## config.mk

```make
export PLATFORM = sky130hd
export DESIGN_NAME = uart_tx_queue
export DESIGN_NICKNAME = d
export VERILOG_FILES = /design/src/rtl/uart_tx_queue.sv
export SDC_FILE = /design/constraint.sdc
export NUM_CORES = 1
export LEC_CHECK = 0
export ABC_AREA = 1
export CORE_MARGIN = 1.5
export CORE_UTILIZATION = 25
export DETAILED_ROUTE_END_ITERATION = 6
export GPL_ROUTABILITY_DRIVEN = 0
export SKIP_CTS_REPAIR_TIMING = 1
export SLEW_MARGIN = 30
export SYNTH_ARGS = -nofsm -noshare
export SYNTH_HDL_FRONTEND = slang
export SYNTH_SLANG_ARGS = --single-unit
```

## constraint.sdc

```tcl
create_clock -name clk -period 2.4 [get_ports clk]
set_input_delay 0.48 -clock clk [delete_from_list [all_inputs] [get_ports clk]]
set_output_delay 0.48 -clock clk [all_outputs]
set_load 0.005 [all_outputs]
```

## src/rtl/uart_tx_queue.sv

```systemverilog
// Transmit byte queue between the host bus and a UART transmitter.
// Circular buffer with registered occupancy count and a sticky overflow flag.
module uart_tx_queue #(
  parameter int DEPTH = 8,
  parameter int WIDTH = 8
) (
  input  logic                       clk,
  input  logic                       rst_n,
  input  logic                       wr_en,
  input  logic [WIDTH-1:0]           wr_data,
  input  logic                       flush,
  input  logic                       ovf_clr,
  input  logic                       tx_started,
  output logic                       queue_not_empty,
  output logic [WIDTH-1:0]           tx_data,
  output logic                       full,
  output logic [$clog2(DEPTH):0]     free_cnt,
  output logic                       overflow
);

  localparam int AW = $clog2(DEPTH);
  localparam int CW = AW + 1;
  localparam logic [CW-1:0] DEPTH_C = CW'(DEPTH);

  logic [WIDTH-1:0] mem_q [DEPTH];
  logic [AW-1:0]    wr_ptr_q, wr_ptr_d;
  logic [AW-1:0]    rd_ptr_q, rd_ptr_d;
  logic [CW-1:0]    count_q, count_d;
  logic             overflow_q, overflow_d;

  logic pop;
  logic push;
  logic drop;
  logic mem_we;

  always_comb begin
    pop    = tx_started && (count_q != '0);
    // A pop in the same cycle frees the slot, so a full queue can still accept.
    push   = wr_en && ((count_q != DEPTH_C) || pop);
    drop   = wr_en && (count_q == DEPTH_C) && !pop;
    mem_we = push && !flush;

    wr_ptr_d   = wr_ptr_q;
    rd_ptr_d   = rd_ptr_q;
    count_d    = count_q;
    overflow_d = overflow_q;

    if (flush) begin
      wr_ptr_d   = '0;
      rd_ptr_d   = '0;
      count_d    = '0;
      overflow_d = 1'b0;
    end else begin
      if (push) wr_ptr_d = wr_ptr_q + AW'(1);
      if (pop)  rd_ptr_d = rd_ptr_q + AW'(1);
      if (push && !pop)      count_d = count_q + CW'(1);
      else if (pop && !push) count_d = count_q - CW'(1);
      // Setting wins over a simultaneous clear.
      if (drop)         overflow_d = 1'b1;
      else if (ovf_clr) overflow_d = 1'b0;
    end
  end

  always_ff @(posedge clk or negedge rst_n) begin
    if (!rst_n) begin
      wr_ptr_q   <= '0;
      rd_ptr_q   <= '0;
      count_q    <= '0;
      overflow_q <= 1'b0;
    end else begin
      wr_ptr_q   <= wr_ptr_d;
      rd_ptr_q   <= rd_ptr_d;
      count_q    <= count_d;
      overflow_q <= overflow_d;
    end
  end

  // Storage is deliberately left out of reset.
  always_ff @(posedge clk) begin
    if (mem_we) mem_q[wr_ptr_q] <= wr_data;
  end

  assign tx_data         = mem_q[rd_ptr_q];
  assign queue_not_empty = (count_q != '0);
  assign full            = (count_q == DEPTH_C);
  assign free_cnt        = DEPTH_C - count_q;
  assign overflow        = overflow_q;

endmodule

```

==> results of run 1 <==
-- power by group --
part	internal (mW)	switching (mW)	total, mW
Combinational	0.685	0.738	1.42
Clock	0.800	0.517	1.32
Sequential	1.49	0.0745	1.56
Total	2.97	1.33	4.30
-- final timing paths --
path                                   from          end  cells past startpoint
worst min register to register     overflow     overflow                      2
min in group clk                   overflow     overflow                      2
worst max register to register   count_q[1]   count_q[3]                     15
max in group asynchronous             rst_n  rd_ptr_q[0]                      1
worst max-delay path            rd_ptr_q[0]   tx_data[0]                      8
worst min-delay path                  rst_n   count_q[0]                      1
-- state kept, by name, summed over array words and instances, names as in the netlist --
| name | cells |
|---|---|
| count_q | 4 |
| mem_q | 64 |
| overflow | 1 |
| wr_ptr_q | 3 |
| rd_ptr_q | 3 |
-- stage by stage --
| stage | setup TNS (ps) | std cells | power (mW) | util | hold slack [ps] |
|---|---|---|---|---|---|
| 6_report | 0 | 527 | 4.301 | 0.3302 | 495.4 |
| 5_1_grt | -756.9 | 527 | 4.560 | 0.3302 | 524.6 |
| 4_1_cts | -193.5 | 525 | 4.225 | 0.3255 | 499.6 |
| 3_5_place_dp | 0 | 510 | 2.905 | 0.3027 | 537.2 |
| 3_3_place_gp | 0 | 510 | 2.875 | 0.3027 | 524.8 |
| 2_1_floorplan | 0 | 306 | 2.365 | - | 184.4 |
-- kinds of logic (layout without fill, tap and decap cells) --
logic type               after synthesis  in the layout
AND/OR/NAND/NOR                      134            134
XOR/XNOR                               3              3
flip-flops                            75             75
buffers and inverters                 28             77
adder cells (fa/ha/maj)                6              6
AO/OA/AOI/OAI                         60             60
-- layout make-up --
| cell class | count | area, sq um |
|---|---|---|
| Clock buffer | 9 | 225.2 |
| Clock inverter | 6 | 65.06 |
| Fill cell | 1315 | 8522 |
| Inverter | 16 | 60.06 |
| Multi-Input combinational cell | 203 | 983.4 |
| Sequential cell | 75 | 2198 |
| Tap cell | 172 | 215.2 |
| Timing Repair Buffer | 46 | 452.9 |
-- cell usage in the layout (no fill, tap or decap), types with 2 or more instances in the layout --
cell type and count:
edfxtp_1 64, nand2_1 59, nor2_1 58, o21ai_0 47
clkdlybuf4s50_1 28, inv_1 13, buf_4 12, dfrtp_1 10
clkbuf_16 9, o21ai_1 6, nand3_1 6, a21oi_1 5
ha_1 4, nand2_2 3, nor2_2 2, a21oi_2 2
nor2_4 2, inv_2 2, nor3_1 2, xnor2_1 2
clkinv_2 2, buf_12 2, buf_6 2
-- layer usage --
layer  GRT usage  share of wire
met1      0.1348           0.43
met2      0.1853           0.51
met3     0.02471          0.032
met4     0.05793          0.021
met5           0              0
==> results.txt, run 1 <==
CP top delay family: buffers and inverters
clk_skew: 7.575 ps
Main synth FF type: edfxtp_1
crit-path cells: buf_6, nor2_1, nor2_1, o21ai_0, o21ai_1, nand2_1, nand2_1, clkdlybuf4s50_1
worst rel slew slack: 0.6465
CP max stage cell: clkdlybuf4s50_1
Initial DRT Pass Iterations: 4
fin crit period: 2389 ps
grt ovf: 0
PD cells: 1024 nW/um^2
sequential cell area fraction in the yosys report: 0.6684
vias in the first global route: 2292
initial antenna violation count: 0
Startpoint Class: register
CTS H-tree lvls: 3
synthesized flop and latch total: 75
worst hold path class: input pin to asynchronous set/reset pin
Worst Path Required: 1920 ps
Die X: 117.7 um
Area Overhead vs Synth: 27.79%
pin slew with the least headroom to its limit: 528.6 ps
DRC viols: 0
All-Layer GR Usage: 0.1113
top-count cell post-synth: edfxtp_1
DR vias: 2280
Final period util: 0.9954
post-synthesis simple-gate area fraction: 0.1671
Worst EP arrival: 1910 ps
FF-to-FF setup slack: 230 ps
area of the core: 12720 sq um
Worst VDD drop: 326.5 uV
post-synthesis compound-gate area fraction: 0.09364
Avg Cell Area, Syn: 10.74 sq um
CTS tree: built
final hold vios: 0
Post-Synth Adder-Cell Area: 0.02512
EDFF count, synth: 64
placed inst area: 3851 sq um
Post-DRT Antenna Nets: 0
row cnt: 41
CTS Buffer Depth: 2
Unique masters post-synth: 26
final max-slew violation count: 0
setup slack after layout: 11.11 ps
synthesized cell area: 3287 sq um
die area: 13850 sq um
post-route cell area: 4200 sq um
Buf/Inv on CP: 2
nets@finish: 371
setup violators final: 0
Clock Latency Late Sink: 330 ps
# IOs: 29
Commonest cells post-synth: edfxtp_1, nand2_1, nor2_1, o21ai_0, inv_1
synth warn: 0
top cell type's share of synthesized area: 0.5847
Clock Tree Root: clkbuf_16
WL final: 7325 um
DP Worst Slack: 121.9 ps
Synth Instances: 306
Worst Path Max Fanout: 16
Area contributors post-synth: edfxtp_1, dfrtp_1, o21ai_0
Num CTS Buffers: 9
f_max: 0.4186 GHz
DIE HEIGHT: 117.7 um
outcome: complete, no violations
Net Count, Synth: 326
Yosys top cell by area: edfxtp_1
DRT iter0 DRCs: 231
Post-Synth XOR/XNOR Area: 0.007994
initial core utilization: 0.2584
first-pass GRT wire length: 11970 um
vias per inst: 4.326
routed length per instance: 13.90 um
async set or reset register ratio after synthesis: 0.1467
slowest cell delay on critical path: 510 ps
maxcap violations: 0
CTS clk-pin slew, worst paths: 60 ps
post-DP HPWL: 4740 um
Worst Setup End Kind: output pin
Pleak: 1.554 nW
CTS sink cnt: 75
# diodes: 0
layout cells sized above 1: 0.1352
Port Buf Inserts: 28
largest family of logic cells by synthesized area: simple AND/OR/NAND/NOR gates
CP Class: register to output pin
post-synthesis mux area share: 0
RSZ-0062 raised after global routing: true
pin count of the biggest net entering global routing: 35
Power figures use the tool's default switching activity.
==> run 2, diff against run 1 <==
--- a/config.mk
+++ b/config.mk
@@ -15,3 +15,4 @@
 export SYNTH_ARGS = -nofsm -noshare
 export SYNTH_HDL_FRONTEND = slang
 export SYNTH_SLANG_ARGS = --single-unit
+export TNS_END_PERCENT = 1
==> run 2 against run 1 <==
Clock power hardly changed. Sequential share of layout area stayed put. Core utilization stayed put. Register-to-register slack hardly changed. Sequential power hardly changed. Design area stayed put. Flip-flop and latch count stayed put. First-iteration DRC count is 2.6% lower. Power hardly changed. Global-route usage stayed put. Cell count stayed put. Critical endpoint is now tx_data[6]. Largest power group unchanged. Highest routed layer unchanged.
==> results.txt, run 2 (same netlist as run 1, synthesis figures left out) <==
outcome: complete, no violations
clk_skew: 7.531 ps
leading registers by flop count: mem_q x64, count_q x4
first-pass GRT wire length: 11970 um
Final period util: 0.9967
area of the core: 12720 sq um
global route hottest layer: met2
Clock Tree Root: clkbuf_16
fin crit period: 2392 ps
grt met3 use: 0.02471
Pwr Total: 4.302 mW
Filler Cell Count: 1315
CTS Buffer Depth: 2
All-Layer GR Usage: 0.1113
vias in the first global route: 2292
worst rel slew slack: 0.6464
DR vias: 2283
# IOs: 29
DRC viols: 0
row cnt: 41
Worst EP arrival: 1910 ps
initial core utilization: 0.2584
DIE HEIGHT: 117.7 um
Clock Latency Late Sink: 330 ps
layout cells sized above 1: 0.1352
CTS clk-pin slew, worst paths: 60 ps
post-route cell area: 4200 sq um
vias per inst: 4.332
final hold vios: 0
RSZ-0062 raised after global routing: true
CTS sink cnt: 75
CTS tree: built
max reg flops: 64
CP most frequent cell: nand2_1
pin slew with the least headroom to its limit: 528.7 ps
post-DP HPWL: 4740 um
maxcap violations: 0
Startpoint Class: register
most frequent cells in the layout: edfxtp_1, nand2_1, nor2_1
Post-DRT Antenna Nets: 0
Worst Path Max Fanout: 18
initial antenna violation count: 0
DRT iter0 DRCs: 225
die area: 13850 sq um
PD cells: 1024 nW/um^2
met2 Use GR: 0.1853
WL final: 7340 um
placed inst area: 3851 sq um
Pleak: 1.554 nW
most common cell after layout, fill and taps aside: edfxtp_1
CTS H-tree lvls: 3
setup TNS: 0 ps
# diodes: 0
slowest cell delay on critical path: 510 ps
crit-path cells: inv_2, buf_12, nor2_1, o21ai_0, nand2_1, nand2_1, clkdlybuf4s50_1
Worst VDD drop: 326.6 uV
routed length per instance: 13.93 um
nets@finish: 371
met1 usage: 0.1348
Top reg by flops: mem_q
worst hold path class: input pin to asynchronous set/reset pin
final max-slew violation count: 0
CP Class: register to output pin
f_max: 0.4181 GHz
Die X: 117.7 um
CP max stage cell: clkdlybuf4s50_1
Worst Path Required: 1920 ps
Port Buf Inserts: 28
setup violators final: 0
grt ovf: 0
pin count of the biggest net entering global routing: 35
Num CTS Buffers: 9
Area Overhead vs Synth: 27.79%
Initial DRT Pass Iterations: 4
Worst Setup End Kind: output pin
## run 2: cell counts in the layout (fill, tap and decap cells not counted)
No cell type changed its count.
## run 2: final cells by class
type | count | area, sq um | share of cell area
clock buffer | 9 | 225.2 | 0.05362
clock inverter | 6 | 65.06 | 0.01549
inverter | 16 | 60.06 | 0.01430
multi-input combinational | 203 | 983.4 | 0.2341
sequential | 75 | 2198 | 0.5234
tap | 172 | 215.2 | 0.05124
timing repair buffer | 46 | 452.9 | 0.1078
## run 2: path summary, 6_finish.rpt
kind	startpoint	to	slack, ps	depth (start not counted)
worst max register to register	count_q[1]	count_q[3]	230	15
max in group asynchronous	rst_n	rd_ptr_q[0]	1520	1
worst min-delay path	rst_n	count_q[0]	500	1
min in group clk	overflow	overflow	540	2
worst max-delay path	rd_ptr_q[0]	tx_data[6]	8	7
worst min register to register	overflow	overflow	540	2
## run 2: critical path: cells and delay by family (launching register included)
| family | cells | cell delay, ps |
|---|---|---|
| buffers and inverters | 3 | 770 |
| AND/OR/NAND/NOR | 3 | 220 |
| flip-flops | 1 | 440 |
| AO/OA/AOI/OAI | 1 | 160 |
## run 2: layer usage
layer / part of all wire / wire [um]
met1: 0.43 / 3174
met2: 0.51 / 3719
met3: 0.040 / 291
met4: 0.021 / 155
met5: 0 / 0
## run 2: metrics by stage
stage / std cells / utilization / setup slack [ps] / hold slack [ps]
after floorplan: 306 / - / 358.3 / 184.4
after detailed placement: 510 / 0.3027 / 121.9 / 537.2
final: 527 / 0.3302 / 7.952 / 495.5
after CTS: 525 / 0.3255 / -90.62 / 499.6
after global routing: 527 / 0.3302 / -120.2 / 524.6
after global placement: 510 / 0.3027 / 160.3 / 524.8
## run 2: report_power, final
part | internal (mW) | leakage, nW | switching (mW)
combinational | 0.685 | 0.688 | 0.740
clock | 0.800 | 0.142 | 0.516
sequential | 1.49 | 0.725 | 0.0747
==> run 3, diff against run 2 <==
--- a/config.mk
+++ b/config.mk
@@ -15,4 +15,4 @@
 export SYNTH_ARGS = -nofsm -noshare
 export SYNTH_HDL_FRONTEND = slang
 export SYNTH_SLANG_ARGS = --single-unit
-export TNS_END_PERCENT = 1
+export TNS_END_PERCENT = 30
==> results of run 3 <==
Final layout, timing and power as in run 2 (identical DEF).
==> variant 1, RTL diff (flow settings as in run 3) <==
One comparison of `count_q` changes from == to >=.
--- a/src/rtl/uart_tx_queue.sv
+++ b/src/rtl/uart_tx_queue.sv
@@ -37,7 +37,7 @@
     pop    = tx_started && (count_q != '0);
     // A pop in the same cycle frees the slot, so a full queue can still accept.
     push   = wr_en && ((count_q != DEPTH_C) || pop);
-    drop   = wr_en && (count_q == DEPTH_C) && !pop;
+    drop   = wr_en && (count_q >= DEPTH_C) && !pop;
     mem_we = push && !flush;
 
     wr_ptr_d   = wr_ptr_q;
Function: no difference found for any inputs over 10 cycles, from zero or initial values and one cycle with rst_n low; that may be too few to reach the edited logic, so the function may still have changed.
==> variant 1 against run 3 <==
Cell count up 0.76%; setup slack better by 0.043 ns; power down 0.79%; wire length down 0.94%; die area up 0.37%; register-to-register slack better by 0.07 ns; final area up 1.8%; count of clock-buffer cells in the layout up 1; utilization up 0.45 points; critical path depth unchanged; area after synthesis up 0.38%; global-route usage down 0.23 points; sequential cell count unchanged.
==> variant 1: results (changes against run 3) <==
Pre-antenna DRT Iters=4 (unchanged); CTS root buf=clkbuf_16; vias in the first global route=2256 (-1.6%); R2R Setup Slk=0.30 ns (+0.07 ns); DR vias/cell=4.31 (-0.49%); Worst Hold Class=in2async; Cell Area, Placed=3870 µm² (+0.52%); top cells by area, synth=edfxtp_1, dfrtp_1, nand2_1; post-route insts no fill=531 (+0.76%); clock slew at reported path FFs=0.06 ns (about the same); cts bufs inserted=9 (unchanged); diode count=0 (unchanged); share of cells above drive strength 1=15.0% (+1.5 points); Worst-Skew Late Latency=0.33 ns (about the same); Worst Reg2Reg Path Length in Cells=15 (unchanged); R2R Path End=count_q[3]; Post-synth ARST share=14.7% (unchanged); wire per inst=13.7 µm (-1.7%); first-pass GRT wire length=11600 µm (-2.9%); port buffer count=28 (unchanged); worst reg2reg path startpoint=count_q[1]; Worst Clk Skew=0.00641 ns (-0.00112 ns); status=finished clean; clock sink total=75 (unchanged); syn nets=326 (unchanged); post-DP HPWL=4530 µm (-4.4%); number of synthesis warnings=0 (unchanged); placed cells=509 (-0.20%); ys flop type=edfxtp_1; Arrival @ worst endpoint=1.87 ns (-0.04 ns); Post-synth top cells=edfxtp_1, nand2_1, nor2_1; Peak VDD IR=321 µV (-1.9%); syn_area_per_cell=10.8 µm² (+0.38%); number of library cell types mapped by synthesis=28 (+7.7%); largest net degree at the start of global routing=35 (unchanged); Regs by FF count=mem_q: 64 flops, count_q: 4 flops; fin nets=374 (+0.81%); cell-internal power=2930 µW (-1.5%); post-synthesis sequential area ratio=66.6% (-0.25 points); clock buffer depth=2 (unchanged); Total GRT Usage=10.9% (-0.23 points); initial antenna violation count=0 (unchanged); H-tree depth=3 (unchanged); Worst-Margin Slew=0.541 ns (+0.0123 ns); initial DRC count=111 (-51%); number of synthesized flops with an enable pin=64 (unchanged); Leakage=0.00162 µW (+4.5%); crit-path max FO=8 (-10)
variant 1: cell types whose count changed after synthesis:
cell | run 3 | this run
a21oi_2 | 2 | 1
a21oi_4 | 0 | 1
buf_2 | 6 | 4
clkbuf_1 | 3 | 5
inv_1 | 15 | 14
inv_2 | 0 | 1
nand2_1 | 59 | 60
nand2_2 | 3 | 2
nand3_2 | 1 | 0
nand3_4 | 0 | 1
nor2_1 | 58 | 57
nor2_2 | 3 | 4
o21ai_0 | 51 | 43
o21ai_1 | 2 | 10
variant 1: final cells by class:
type	count	area, µm²
Clock buffer	10	229
Timing Repair Buffer	49	519
Tap cell	172	215
Inverter	16	65.1
Clock inverter	6	40.0
Sequential cell	75	2200
Multi-Input combinational cell	203	1010
Fill cell	1275	8500
variant 1: cells by family after synthesis:
kind of cell	Yosys count	synth area share (%)
AND/OR/NAND/NOR	134	16.9
flip-flops	75	66.6
AO/OA/AOI/OAI	60	9.56
buffers and inverters	28	3.68
adder cells (fa/ha/maj)	6	2.50
XOR/XNOR	3	0.797
variant 1: critical path: stages (launching register included):
cell             delay (ns)
dfrtp_2                0.46
clkinv_4               0.11
buf_6                  0.14
nor2_1                 0.04
o21ai_0                0.15
nand2_1                0.06
nand2_1                0.07
clkdlybuf4s50_1        0.49
variant 1: power groups by stage:
stage	registers (µW)	logic, µW	clock network (µW)
after global placement	1580	1330	0
after detailed placement	1580	1360	0
after global routing	1580	1650	1290
final	1570	1490	1210
after floorplan	1560	823	0
after CTS	1550	1370	1250
variant 1: worst max path at each step:
stage,startpoint,endpoint,slack (ns),cells past startpoint
final,rd_ptr_q[0],tx_data[5],0.05,7
after detailed placement,wr_en,count_q[3],0.15,11
after floorplan,count_q[0],count_q[3],0.37,15
after global placement,wr_en,count_q[3],0.21,11
after CTS,rd_ptr_q[0],tx_data[6],-0.05,7
after global routing,rd_ptr_q[0],tx_data[0],-0.08,8
variant 1: per-layer routing:
metal | vias up | GRT usage [%] | wire length (µm)
met5 | - | 0 | 0
met4 | 0 | 5.26 | 116
met3 | 8 | 3.10 | 280
met2 | 31 | 18.3 | 3640
met1 | 1114 | 12.8 | 3230
li1 | 1136 | - | -
variant 1: stage by stage:
stage | total power [µW] | utilization [%] | setup WS [ns] | hold WS, ns
after detailed placement | 2950 | 30.3 | 0.148 | 0.533
final | 4270 | 33.5 | 0.0507 | 0.503
after floorplan | 2380 | - | 0.371 | 0.184
after global placement | 2910 | 30.3 | 0.208 | 0.524
after global routing | 4530 | 33.5 | -0.0808 | 0.532
after CTS | 4170 | 32.4 | -0.0534 | 0.512
==> variant 2, RTL diff (flow settings as in run 3) <==
Made on the original files. Change the parameter `WIDTH` from 8 to 10.
--- a/src/rtl/uart_tx_queue.sv
+++ b/src/rtl/uart_tx_queue.sv
@@ -2,7 +2,7 @@
 // Circular buffer with registered occupancy count and a sticky overflow flag.
 module uart_tx_queue #(
   parameter int DEPTH = 8,
-  parameter int WIDTH = 8
+  parameter int WIDTH = 10
 ) (
   input  logic                       clk,
   input  logic                       rst_n,
Ports: changed (resized tx_data and wr_data); port bits go from 29 to 33. The function was not compared with the original's and may differ.
==> variant 2 against run 3 <==
Sequential cell count up 16; the run now ends with negative setup slack left; highest routed layer unchanged; non-clock buffer count up 4; wire length rose by 15%; setup slack got worse by 0.12 ns; critical endpoint is now tx_data[3]; critical path type unchanged; utilization is 0.72 points lower; via count grew 17%; power up 13%; final area is 17% higher; area after synthesis up 19%; clock skew about the same.
==> variant 2: results (changes against run 3) <==
fin nets=423 (+14%); number of library cell types mapped by synthesis=24 (-7.7%); Critical Path Sink=tx_data[3]; Total GRT Usage=11.0% (-0.16 points); pre-CTS setup slack=0.0735 ns (-0.0484 ns); Filler Cell Count=1541 (+17%); initial DRC count=230 (+2.2%); routed length on met2=3910 µm (+5.0%); share of cells above drive strength 1=11.9% (-1.6 points); Peak VDD IR=688 µV (+110%); Arrival @ worst endpoint=2.03 ns (+0.12 ns); P_seq=1890 µW (+21%); R2R Setup Slk=0.25 ns (+0.02 ns); top cells by area, synth=edfxtp_1, o21ai_0, dfrtp_1; largest net degree at the start of global routing=41 (+17%); met3 routed WL=475 µm (+63%); Psw=1480 µW (+12%); final setup fails=4 (+4); combinational power=1590 µW (+12%); port buffer count=32 (+14%); syn nets=378 (+16%); status=finished with violations; Post-synth top cells=edfxtp_1, nor2_1, nand2_1; first-pass GRT wire length=13600 µm (+13%); placed cells=577 (+13%); Leakage=0.00182 µW (+17%); Post-synth ARST share=12.1% (-2.6 points); DR vias/cell=4.50 (+4.0%); worst setup margin=-0.108 ns (-0.115 ns); met2 usage=17.4% (-1.1 points); number of synthesized flops with an enable pin=80 (+25%); wl on met1=4010 µm (+26%); met1 Resource Use GR=14.4% (+0.94 points); via count=2666 (+17%); GR met3 Demand/Resource=3.88% (+1.4 points); failing checks=negative setup slack; wire per inst=14.3 µm (+2.5%); post-synthesis sequential area ratio=68.6% (+1.7 points); Worst-Margin Slew=0.521 ns (-0.00796 ns)
==> variant 2: cell types whose count changed in the layout (fill, tap and decap cells not counted), moves of 3 or more <==
cell	delta
edfxtp_1	+16
nor2_1	+12
dlymetal6s2s_1	+6
o21ai_0	+6
o21ai_1	+6
nand2_1	+4
nand2_2	+3
==> variant 2: layout make-up <==
| class | count | area [µm²] | share of cell area [%] |
|---|---|---|---|
| Sequential cell | 91 | 2680 | 54.6 |
| Multi-Input combinational cell | 233 | 1110 | 22.7 |
| Timing Repair Buffer | 50 | 537 | 10.9 |
| Tap cell | 188 | 235 | 4.79 |
| Clock buffer | 10 | 229 | 4.66 |
| Inverter | 16 | 62.6 | 1.27 |
| Clock inverter | 4 | 52.6 | 1.07 |
==> variant 2: critical path, delay by kind of cell, from the launching register on <==
family	cells	cell delay (ns)
AO/OA/AOI/OAI	1	0.18
AND/OR/NAND/NOR	3	0.24
buffers and inverters	3	0.78
flip-flops	1	0.48
==> variant 2: logic make-up (layout without fill, tap and decap cells) <==
group / count (synthesis) / in the layout / synth area share, %
buffers and inverters: 32 / 80 / 3.46
adders and majority gates: 6 / 6 / 2.12
xor gates and xnor gates: 3 / 3 / 0.673
AOI/OAI and AO/OA: 72 / 72 / 9.62
DFF: 91 / 91 / 68.6
and+or+nand+nor: 152 / 152 / 15.5
==> variant 2: metrics by stage <==
stage | hold slack [ns] | TNS [ns] | area [µm²]
floorplan | 0.184 | 0 | 3900
global placement | 0.532 | 0 | 4540
detailed placement | 0.526 | 0 | 4540
CTS | 0.510 | -1.20 | 4820
global route | 0.520 | -0.673 | 4910
finish | 0.484 | -0.237 | 4910
